$ cat src/rtl/const_decoder.sv
// Compensation-word decoder: accepts one CONST_W-bit word, checks its header,
// scans the body one position per cycle and reports the accuracy level or an error.
module const_decoder #(
    parameter int ACC_MAX = 11
) (
    input  logic                                 clk,
    input  logic                                 rst_n,
    input  logic                                 in_valid,
    output logic                                 in_ready,
    input  logic [2*ACC_MAX+1:0]                 const_in,
    output logic                                 out_valid,
    input  logic                                 out_ready,
    output logic [$clog2(ACC_MAX+1)-1:0]         acc_out,
    output logic                                 err_out
);

    localparam int CONST_W = 2*ACC_MAX + 2;
    localparam int AW      = $clog2(ACC_MAX + 1);
    localparam int PW      = $clog2(CONST_W + 1);

    typedef enum logic [1:0] {
        IDLE = 2'd0,
        HDR  = 2'd1,
        SCAN = 2'd2,
        DONE = 2'd3
    } state_t;

    state_t               state_q, state_d;
    logic [CONST_W-1:0]   shift_q, shift_d;
    logic [PW-1:0]        pos_q, pos_d;
    logic                 nz_q, nz_d;        // header 10: a nonzero level is expected
    logic                 found_q, found_d;
    logic                 scan_err_q, scan_err_d;
    logic [AW-1:0]        level_q, level_d;
    logic [AW-1:0]        acc_q, acc_d;
    logic                 err_q, err_d;

    always_ff @(posedge clk or negedge rst_n) begin
        if (!rst_n) begin
            state_q    <= IDLE;
            shift_q    <= '0;
            pos_q      <= '0;
            nz_q       <= 1'b0;
            found_q    <= 1'b0;
            scan_err_q <= 1'b0;
            level_q    <= '0;
            acc_q      <= '0;
            err_q      <= 1'b0;
        end else begin
            state_q    <= state_d;
            shift_q    <= shift_d;
            pos_q      <= pos_d;
            nz_q       <= nz_d;
            found_q    <= found_d;
            scan_err_q <= scan_err_d;
            level_q    <= level_d;
            acc_q      <= acc_d;
            err_q      <= err_d;
        end
    end

    always_comb begin
        logic          bit_now;
        logic          f_now;
        logic          e_now;
        logic          fin_err;
        logic [AW-1:0] lv_now;
        logic [PW-1:0] half;

        state_d    = state_q;
        shift_d    = shift_q;
        pos_d      = pos_q;
        nz_d       = nz_q;
        found_d    = found_q;
        scan_err_d = scan_err_q;
        level_d    = level_q;
        acc_d      = acc_q;
        err_d      = err_q;
        bit_now    = shift_q[CONST_W-1];
        f_now      = found_q;
        e_now      = scan_err_q;
        lv_now     = level_q;
        fin_err    = 1'b0;
        half       = (pos_q - PW'(2)) >> 1;

        case (state_q)
            IDLE: begin
                if (in_valid) begin
                    shift_d    = const_in;
                    pos_d      = PW'(3);
                    found_d    = 1'b0;
                    scan_err_d = 1'b0;
                    level_d    = '0;
                    state_d    = HDR;
                end
            end
            HDR: begin
                shift_d = shift_q << 2;
                case (shift_q[CONST_W-1 -: 2])
                    2'b11: begin
                        nz_d    = 1'b0;
                        state_d = SCAN;
                    end
                    2'b10: begin
                        nz_d    = 1'b1;
                        state_d = SCAN;
                    end
                    default: begin
                        err_d   = 1'b1;
                        acc_d   = '0;
                        state_d = DONE;
                    end
                endcase
            end
            SCAN: begin
                shift_d = shift_q << 1;
                pos_d   = pos_q + PW'(1);
                if (bit_now) begin
                    if (found_q || pos_q[0]) begin
                        e_now = 1'b1;
                    end else begin
                        lv_now = AW'(half);
                    end
                    f_now = 1'b1;
                end
                found_d    = f_now;
                scan_err_d = e_now;
                level_d    = lv_now;
                if (pos_q == PW'(CONST_W)) begin
                    fin_err = e_now | (nz_q & ~f_now) | (~nz_q & f_now);
                    err_d   = fin_err;
                    acc_d   = (fin_err || !nz_q) ? '0 : lv_now;
                    state_d = DONE;
                end
            end
            DONE: begin
                if (out_ready) begin
                    acc_d   = '0;
                    err_d   = 1'b0;
                    state_d = IDLE;
                end
            end
            default: state_d = IDLE;
        endcase
    end

    assign in_ready  = (state_q == IDLE);
    assign out_valid = (state_q == DONE);
    assign acc_out   = acc_q;
    assign err_out   = err_q;

endmodule

$ cat config.mk
export PLATFORM = sky130hd
export DESIGN_NAME = const_decoder
export DESIGN_NICKNAME = d
export VERILOG_FILES = /design/src/rtl/const_decoder.sv
export SDC_FILE = /design/constraint.sdc
export NUM_CORES = 1
export LEC_CHECK = 0
export BUFFER_PORTS_ARGS = -buffer_cell sky130_fd_sc_hd__buf_4
export CAP_MARGIN = 25
export CORE_ASPECT_RATIO = 0.6
export CORE_MARGIN = 2
export CORE_UTILIZATION = 37
export CTS_BUF_LIST = sky130_fd_sc_hd__clkbuf_2 sky130_fd_sc_hd__clkbuf_4 sky130_fd_sc_hd__clkbuf_8
export CTS_CLUSTER_DIAMETER = 150
export DETAILED_ROUTE_END_ITERATION = 10
export GPL_ROUTABILITY_DRIVEN = 0
export PLACE_DENSITY = 0.67
export SLEW_MARGIN = 25
export SYNTH_ARGS = -nofsm -noshare
export SYNTH_HDL_FRONTEND = slang
export SYNTH_SLANG_ARGS = --single-unit
$ cat constraint.sdc
create_clock -name clk -period 1.93 [get_ports clk]
set_clock_uncertainty 0.1 [all_clocks]
set_input_delay 0 -clock clk [delete_from_list [all_inputs] [get_ports clk]]
set_output_delay 0 -clock clk [all_outputs]
set_load 0.05 [all_outputs]
After elaboration in Yosys (flattened, before gate mapping):

Index checks and enable logic that the tools add are counted.

* output and inout bits: 7
* register bits: 43
* logic and storage cells: 72
* input bits: 28

* $add $sub $neg: 2
* equality and inequality tests: 10
* mux-type cells: 31
* bitwise logic cells: 6
* reductions and logical operators: 14

Operators with widths (number)
* $pmux W24 S3: 1
* $mux W4: 7
* $mux W24: 1
* $pmux W4 S3: 1
* $mux W1: 10
* $pmux W5 S2: 1
* $eq A2 B2 Y1 const B: 4
* $pmux W2 S4: 1
* $pmux W4 S2: 1
* $mux W2: 3
* $ne A2 B2 Y1 const B: 3
* $pmux W1 S2: 3
* $reduce_and A2 Y1: 3
* $reduce_bool A3 Y1: 2
* $add A5 B1 Y5 const B: 1
* $eq A5 B5 Y1 const B: 1
* $mux W5: 1
* $sub A5 B2 Y5 const B: 1
* $reduce_and A4 Y1: 1
* $reduce_bool A2 Y1: 2
* $pmux W1 S3: 1
* $reduce_and A3 Y1: 1
* $and A1 B1 Y1: 2
* $eq A2 B1 Y1 const B: 1
* other kinds (7): 10

Logic depth before layout (Yosys ltp):

Gate-level depths: netlist of run 1.

* depth after elaboration: 10
* gate-level depth with buffers: 9
* mapped depth without buffers: 6

Least setup slack after synthesis of run 1:

No wires, ideal clock.

* path kind: register -> register
* start: register state_q[0]
* end: register acc_q[1], in the netlist acc_out[1]
* arrival: 2.211 ns
* library setup time: 0.077 ns
* clock period less this slack: 2.387 ns
* data required time: 1.753 ns
* slack: -0.457 ns
* buffers on the path: 1
* cell stages (with the launch flop): 8
* path through: dfrtp_1 > inv_1 > ha_1 > clkbuf_1 > a21o_1 > a211o_1 > or4b_4 > o21ai_1

* cells in the longest elaborated chain, start to end: 3
* elaborated cells between the ends (all ways): 9
* classes of those cells: 6 x eq/ne; 1 x mux; 2 x reduce/logical

RTL lines
* start, declared: line 28 `state_t state_q, state_d;`
* start signal, assigned: line 50 `state_q <= state_d;`
* $eq A2 B2 Y1 or $eq A2 B1 Y1 (tied branches): line 86 `case (state_q)`
* $ne A2 B2 Y1 (no line), or another cell as far along
* $reduce_and A4 Y1 (no line)
* end signal, assigned: line 47 `acc_q <= '0;`
* end signal, assigned: line 57 `acc_q <= acc_d;`
* end, declared: line 35 `logic [AW-1:0] acc_q, acc_d;`

Several ways; a longest one is shown, not always the timed one.
A chain may end at the register's enable or synchronous reset.

Final worst setup path of run 1:

* start: register state_q[1]
* end: register acc_q[2], in the netlist acc_out[2]

Same word-level chain as after synthesis.

==> results.cfg, run 1 <==
[die]
start_util = 0.3843
die_height_um = 65.71
core_area_um2 = 6111
die_w_um = 106.9
die-area_um2 = 7021
rows = 22
ios = 35

[logic_synthesis]
ys_ff_latch = 43
postSynth.asyncResetShare = 1.000
netlist_area_um2 = 2349
yosys.area.top_type = dfrtp_1
synth_top_area_frac = 0.4582
synth-edff-count = 0
synth_cells = 275
yosysMostFrequentCell = nand2_1
synth_nets = 311
syn-mean-instance-area_um2 = 8.540
yosysSeqAreaShare = 0.4582
yosys_warnings = 0
yosys-top-cells-count = nand2_1 (63), o21ai_0 (50), dfrtp_1 (43), a22oi_1 (23), clkbuf_1 (17)
ys.flop_type = dfrtp_1
netlist_top_cells_area = dfrtp_1 (46%), o21ai_0 (11%), nand2_1 (10%)
synth.distinct_cells = 35

[worst_setup_path]
arrival_ps = 2100
crit_type = reg -> reg
crit_required_ps = 2050
endpoint_kind = flop
start_kind = flop
path_max_fanout = 3

[clock_network]
h-tree-depth = 2
clk_path_buf_depth = 2
path_clk_slew_ps = 80
cts_buffers = 5
cts-root-buf = clkbuf_8
cts_tree = built
clock-sinks = 43
worst_skew_pair.late_latency_ps = 290

[final_layout]
fin_area_um2 = 3196
finish.utilization = 0.5229
layout-drive-gt1-share = 0.2235
num_antenna_cells = 0
area_growth_pct = 36.07
fin_nets = 376
nFillCells = 589

[timing]
fin_hold_ws_ps = 9.063
fin_crit_sh = 1.024
post-route-min-period_ps = 1975
worst_slew_pin_slew_ps = 566.4
clock.fmax_mhz = 506.2
rsz0062_at_grt = yes
slew_headroom = 0.6224
setup_violations = 3
fin_setup_tns_ps = -133.3
finalHoldViolations = 0
setup_ws_ps = -45.42
finalMaxSlewViolations = 0

[status]
status = finished, violations left
violations = setup timing

[power_and_ir_drop]
cellLeakagePower_nw = 1.420
peakVddDrop_uv = 758.3
total_power_w = 0.005597
powerDensity_nw_per_um2 = 1751

[placed_design]
dpl-instance-area_um2 = 2808
post-dp-hpwl_mm = 3.848
io_buffers = 34

[global_routing]
grt_overflow = 0
grt_pass1_vias = 1947
antenna_found_initial = 0
grt_max_degree = 49
gr-usage-all-layers = 0.1771
grt_pass1_wl_mm = 9.639

[route]
wl_per_cell_um = 13.31
via_count = 2144
avgViaCountPerCell = 5.057
wirelength_mm = 5.644
dr.pass1.iters = 5
antenna_left = 0
drc = 0
drtIter0Drc = 162

[job]
drv_cap = 0

[hold_path]
hp-class = in -> reg
layout make-up:
class	count	area, µm²	share of cell area
repair buffers	78	676.9	0.2118
clock buffers	6	82.58	0.02584
clock inverters	1	5.005	0.001566
inverters	8	30.03	0.009397
well taps	84	105.1	0.03289
multi-input cells	204	1219	0.3814
flip-flops and latches	43	1077	0.3371
sequential cells by signal (all words and copies together) (netlist names):
name	cells
shift_q	24
pos_q	5
acc_out	4
level_q	4
state_q	2
err_out	1
found_q	1
nz_q	1
scan_err_q	1
what timing repair did:
action | in CTS | in global routing
gates resized for setup | 6 | 4
setup endpoints to repair | 4 | 4
cloned | 0 | 0
setup buffers | 1 | 0
hold buffers | 25 | 0
pin swaps | 4 | 1
endpoints found under the hold margin | 67 | 0
where the power goes:
group | total, W | switching, W | leakage (nW) | internal, W
registers | 0.00163 | 0.000308 | 0.544 | 0.00132
clock network | 0.000580 | 0.000299 | 0.0470 | 0.000281
logic | 0.00339 | 0.00194 | 0.829 | 0.00145
total | 0.00560 | 0.00255 | 1.42 | 0.00305
per-stage QoR:
| stage | worst slack (ps) | std cells |
|---|---|---|
| 6_report | -45.42 | 424 |
| 4_1_cts | -38.49 | 424 |
| 2_1_floorplan | -235.6 | 275 |
| 3_3_place_gp | -4.471 | 391 |
| 5_1_grt | -119.0 | 424 |
| 3_5_place_dp | -30.56 | 391 |
worst max-delay path: stages (launching register included):
cell,delay (ps)
dfrtp_1,410
buf_6,140
ha_4,150
nor2b_4,120
a211o_1,300
or4b_4,560
o21ai_2,120
metal layers:
| layer | track usage | part of all wire | up-vias |
|---|---|---|---|
| li1 | - | - | 1095 |
| met1 | 0.2701 | 0.53 | 999 |
| met2 | 0.2532 | 0.41 | 45 |
| met3 | 0.03770 | 0.044 | 5 |
| met4 | 0.04383 | 0.0087 | 0 |
| met5 | 0 | 0 | - |
logic make-up (layout without fill, tap and decap cells):
logic type,count (synthesis),after routing,synth area share
XOR/XNOR,4,4,0.01492
adder cells (fa/ha/maj),8,8,0.04262
flip-flops,43,43,0.4582
multiplexers,2,2,0.009589
AO/OA/AOI/OAI,106,106,0.2722
buffers and inverters,28,93,0.04528
AND/OR/NAND/NOR,84,84,0.1572
path summary, 6_finish.rpt:
check                                        from                      to  slack [ps]  cells after the start
max                        state_q[1]$_DFFE_PN0P_  acc_out[2]$_DFFE_PN0P_         -50                      6
min                                   const_in[1]  shift_q[1]$_DFFE_PN0P_           9                      4
max reg2reg                state_q[1]$_DFFE_PN0P_  acc_out[2]$_DFFE_PN0P_         -50                      6
min reg2reg                acc_out[2]$_DFFE_PN0P_  acc_out[2]$_DFFE_PN0P_         380                      2
max in group asynchronous                   rst_n  state_q[0]$_DFFE_PN0P_        1180                      2
min in group asynchronous                   rst_n    pos_q[0]$_DFFE_PN0P_         140                      2
placed cells by master (no fill, tap or decap), types with 2 or more instances in the layout:
cell type	count
o21ai_0	50
nand2_1	63
inv_2	2
nand2b_1	3
inv_1	6
buf_12	2
ha_1	5
a21o_1	2
mux2_2	2
xnor2_1	3
dfrtp_1	42
a22oi_1	23
ha_4	2
o21ai_2	3
nor2_1	6
o211ai_1	4
nand3_1	2
buf_4	50
o21ai_1	8
clkbuf_8	6
a21oi_1	6
a31oi_1	2
dlygate4sd3_1	25
a22o_1	2
nor2b_1	2
Note: power is estimated with default switching activity, not from simulation.
==> inputs of run 2 (changes only) <==
Settings changed: CORE_UTILIZATION 37 to 35, PLACE_DENSITY 0.67 to 0.64.
==> run 2 against run 1 <==
The flow still finishes with violations (setup timing). Routed wire length is 0.94% lower. Sequential share of layout area is 0.34 points lower. Count of clock-buffer cells in the layout stayed put. Critical path type unchanged. Critical endpoint unchanged.
==> results.cfg, run 2 (same netlist as run 1, synthesis figures left out) <==
[route]
antenna_left = 0
via_count = 2121
avgViaCountPerCell = 4.979
dr.pass1.iters = 4
wirelength_mm = 5.591
drc = 0
drtIter0Drc = 201
wl_per_cell_um = 13.12

[die]
die-area_um2 = 7403
core_area_um2 = 6590
start_util = 0.3564
die_w_um = 109.8
die_height_um = 67.45
ios = 35
rows = 23

[timing]
setup_violations = 3
clock.fmax_mhz = 511.8
fin_crit_sh = 1.012
finalMaxSlewViolations = 0
finalHoldViolations = 0
slew_headroom = 0.6279
worst_slew_pin_slew_ps = 558.1
rsz0062_at_grt = yes
post-route-min-period_ps = 1954
setup_ws_ps = -23.73

[placed_design]
post-dp-hpwl_mm = 3.694
dpl-instance-area_um2 = 2789
io_buffers = 34

[final_layout]
area_growth_pct = 37.45
layout_commonest_cell = nand2_1
largest_reg_flops = 24
largestRegisters = shift_q (24), pos_q (5)
fin_nets = 374
finish.utilization = 0.4898
top_register = shift_q
num_antenna_cells = 0
layout_common_cells = nand2_1 (63), o21ai_0 (49), buf_4 (47)
fin_area_um2 = 3228
layout-drive-gt1-share = 0.2271

[clock_network]
cts_tree = built
worst_skew_pair.late_latency_ps = 290
cts_buffers = 5
clk_path_buf_depth = 2
cts-root-buf = clkbuf_8
path_clk_slew_ps = 80
clock-sinks = 43
h-tree-depth = 2

[global_routing]
grt_overflow = 0
grt_pass1_wl_mm = 9.087
gr-usage-all-layers = 0.1593
grt_pass1_vias = 1835
grt_max_degree = 49
antenna_found_initial = 0

[worst_setup_path]
start_kind = flop
slowest_stage = or4b_4
endpoint_kind = flop
max_stage_delay_ps = 560
crit_type = reg -> reg
worstPathCellList = buf_6, ha_4, nor2b_4, a211o_1, or4b_4, o21ai_1
crit_required_ps = 2060
arrival_ps = 2080
path_max_fanout = 3

[power_and_ir_drop]
peakVddDrop_uv = 844.6
cellLeakagePower_nw = 1.423
total_power_w = 0.005693
powerDensity_nw_per_um2 = 1764

[status]
status = finished, violations left
violations = setup timing

[job]
drv_cap = 0

[hold_path]
hp-class = in -> reg
## run 2: cell count changes in the layout (fill, tap and decap cells not counted), sizes merged
| cell | before | now |
|---|---|---|
| clkbuf | 6 | 7 |
| buf | 53 | 50 |
| bufinv | 0 | 1 |
## run 2: final timing paths
check | start | to | slack [ps] | cells past startpoint
min | const_in[1] | shift_q[1]$_DFFE_PN0P_ | 10 | 4
max in group asynchronous | rst_n | state_q[0]$_DFFE_PN0P_ | 1180 | 2
min reg2reg | acc_out[0]$_DFFE_PN0P_ | acc_out[0]$_DFFE_PN0P_ | 390 | 2
max | state_q[1]$_DFFE_PN0P_ | acc_out[2]$_DFFE_PN0P_ | -20 | 6
min in group asynchronous | rst_n | shift_q[13]$_DFFE_PN0P_ | 130 | 2
max reg2reg | state_q[1]$_DFFE_PN0P_ | acc_out[2]$_DFFE_PN0P_ | -20 | 6
## run 2: area by class of cell
class	instances	area, µm²
Tap cell	87	108.9
Multi-Input combinational cell	204	1215
Fill cell	628	3362
Sequential cell	43	1077
Clock inverter	2	35.03
Clock buffer	6	82.58
Inverter	8	30.03
Timing Repair Buffer	76	679.4
## run 2: power breakdown
| group | internal [W] | switching [W] | total, W |
|---|---|---|---|
| clock network | 0.000419 | 0.000310 | 0.000729 |
| logic | 0.00143 | 0.00191 | 0.00333 |
| registers | 0.00132 | 0.000310 | 0.00163 |
## run 2: routing by layer
| metal | vias up | GRT usage | share of wire |
|---|---|---|---|
| li1 | 1097 | - | - |
| met1 | 972 | 0.2531 | 0.52 |
| met2 | 50 | 0.2160 | 0.42 |
| met3 | 2 | 0.03764 | 0.054 |
| met4 | 0 | 0.02848 | 0.0045 |
| met5 | - | 0 | 0 |
## run 2: worst max-delay path: cells and delay by family, from the launching register on
kind                       cells  cell delay [ps]
and+or+nand+nor                2              680
AOI/OAI and AO/OA              2              430
DFF                            1              410
adders and majority gates      1              150
buffers and inverters          1              140
## run 2: stage by stage
stage | hold WS [ps] | setup WS [ps] | TNS (ps) | std cells
floorplan | -395.6 | -235.6 | -693.8 | 275
global placement | -64.31 | -20.61 | -45.74 | 391
detailed placement | -64.45 | -54.25 | -138.9 | 391
CTS | 2.540 | -32.01 | -85.13 | 425
global route | 67.61 | -69.21 | -302.4 | 426
finish | 10.19 | -23.73 | -50.36 | 426
## run 2: repair_timing
action	4_1_cts	5_1_grt
gates cloned	0	1
gates resized for setup	9	4
pin swaps	6	2
setup endpoints to repair	3	10
hold endpoints to repair	67	0
hold buffers	25	0
setup buffers	1	0
==> inputs of run 3 (changes only) <==
Settings changed: PLACE_DENSITY 0.64 to 0.62.
Clock period 1.93 ns to 2.5 ns, I/O delays scaled along.
==> run 3 against run 2 <==
The flow now finishes without violations. Register-to-register slack improved by 250 ps. Fmax fell by 14%. Critical endpoint is now acc_out[1]$_DFFE_PN0P_. Sequential share of layout area rose by 2.0 points. Via count fell by 1.9%. Total power fell by 29%. Flip-flop and latch count did not move. Combinational power fell by 32%. Final cell count fell by 2.3%.
==> results.cfg, run 3 (same netlist as run 1, synthesis figures left out) <==
[status]
status = completed

[clock_network]
cts_tree = built
cts-root-buf = clkbuf_8
clock-sinks = 43
h-tree-depth = 2
clk_path_buf_depth = 2
postCtsHoldBufs = 25
post_cts_buffers = 0
cts_buffers = 5
path_clk_slew_ps = 80
cts_resized = 0
worst_skew_pair.late_latency_ps = 300

[timing]
setup_violations = 0
finalHoldViolations = 0
setup_ws_ps = 228.4
post-route-min-period_ps = 2272
slew_headroom = 0.6007
fin_setup_tns_ps = 0
clock.fmax_mhz = 440.2
finalMaxSlewViolations = 0
fin_crit_sh = 0.9086
rsz0062_at_grt = no
worst_slew_pin_slew_ps = 595.0

[hold_path]
hp-class = in -> reg
hold_path_depth = 4

[final_layout]
num_antenna_cells = 0
layout.cells.non_filler = 416
fin_nets = 364
layout_common_cells = nand2_1 (63), o21ai_0 (50), dfrtp_1 (43)
largest_reg_flops = 24
area_growth_pct = 29.57
top_register = shift_q
layout-drive-gt1-share = 0.1641
largestRegisters = shift_q (24), pos_q (5)
layout_commonest_cell = nand2_1
fin_area_um2 = 3043

[power_and_ir_drop]
p_int_w = 0.002133
powerDensity_nw_per_um2 = 1328
swShare = 0.4722
seqPwrFrac = 0.317
comb_power_share = 0.559
cellLeakagePower_nw = 1.348
peakVddDrop_uv = 874.9
total_power_w = 0.004040
power.switching_w = 0.001908
p_clk_frac = 0.124

[route]
wl_per_cell_um = 13.25
antenna_left = 0
dr.pass1.iters = 5
via_count = 2080
drtIter0Drc = 181
drc = 0
avgViaCountPerCell = 5.000
wirelength_mm = 5.510

[worst_setup_path]
start_kind = flop
crit_required_ps = 2630
r2r_cells = 6
arrival_ps = 2400
endpoint_kind = flop
crit_type = reg -> reg
path_max_fanout = 10

[die]
start_util = 0.3564
core_area_um2 = 6590
die_height_um = 67.45
die-area_um2 = 7403
die_w_um = 109.8
ios = 35
rows = 23

[placed_design]
post-place-cells = 383
place_ws_ps = 275.6
post-dp-hpwl_mm = 3.635
dpl-instance-area_um2 = 2689
io_buffers = 34

[global_routing]
grt_pass1_wl_mm = 9.363
grt_max_degree = 49
gr-usage-all-layers = 0.1634
antenna_found_initial = 0
grt_pass1_vias = 1867
grt_overflow = 0

[job]
drv_cap = 0
==> run 3: area by class of cell <==
class,instances,area (µm²)
Fill cell,639,3547
Multi-Input combinational cell,204,1166
Sequential cell,43,1076
Timing Repair Buffer,66,558.0
Tap cell,87,108.9
Clock buffer,7,96.34
Inverter,8,30.03
Clock inverter,1,7.507
==> run 3: routing by layer <==
metal  GRT usage  part of all wire  up-vias
met5           0                 0        -
met4     0.03797            0.0056        0
met3     0.03571             0.045        4
met2      0.2199              0.40       45
met1      0.2605              0.55      953
li1            -                 -     1078
==> run 3: worst paths after layout <==
check	slack, ps	from	to
worst min register to register	400	acc_out[2]$_DFFE_PN0P_	acc_out[2]$_DFFE_PN0P_
worst min-delay path	10	const_in[1]	shift_q[1]$_DFFE_PN0P_
worst max-delay path	230	state_q[0]$_DFFE_PN0P_	acc_out[1]$_DFFE_PN0P_
max in group asynchronous	1800	rst_n	shift_q[1]$_DFFE_PN0P_
worst max register to register	230	state_q[0]$_DFFE_PN0P_	acc_out[1]$_DFFE_PN0P_
min in group asynchronous	130	rst_n	shift_q[12]$_DFFE_PN0P_
==> run 3: stage by stage <==
step           hold slack [ps]    util
2_1_floorplan           -395.6       -
3_3_place_gp            -75.43  0.4080
3_5_place_dp            -71.71  0.4080
4_1_cts                  4.533  0.4617
5_1_grt                  121.0  0.4617
6_report                 12.20  0.4617
==> run 3: critical path, cell delays in order, from the launching register on <==
cell and delay, ps:
dfrtp_1 420, inv_1 100, ha_1 320, a21o_1 210
a211o_1 350, or4b_4 570, o21ai_1 140
==> run 3: power by group through the flow <==
stage / registers [W] / logic (W) / clock network (W)
3_5_place_dp: 0.00129 / 0.00223 / 0
5_1_grt: 0.00133 / 0.00261 / 0.000544
4_1_cts: 0.00128 / 0.00227 / 0.000511
2_1_floorplan: 0.00126 / 0.00170 / 0
6_report: 0.00128 / 0.00226 / 0.000501
3_3_place_gp: 0.00128 / 0.00220 / 0
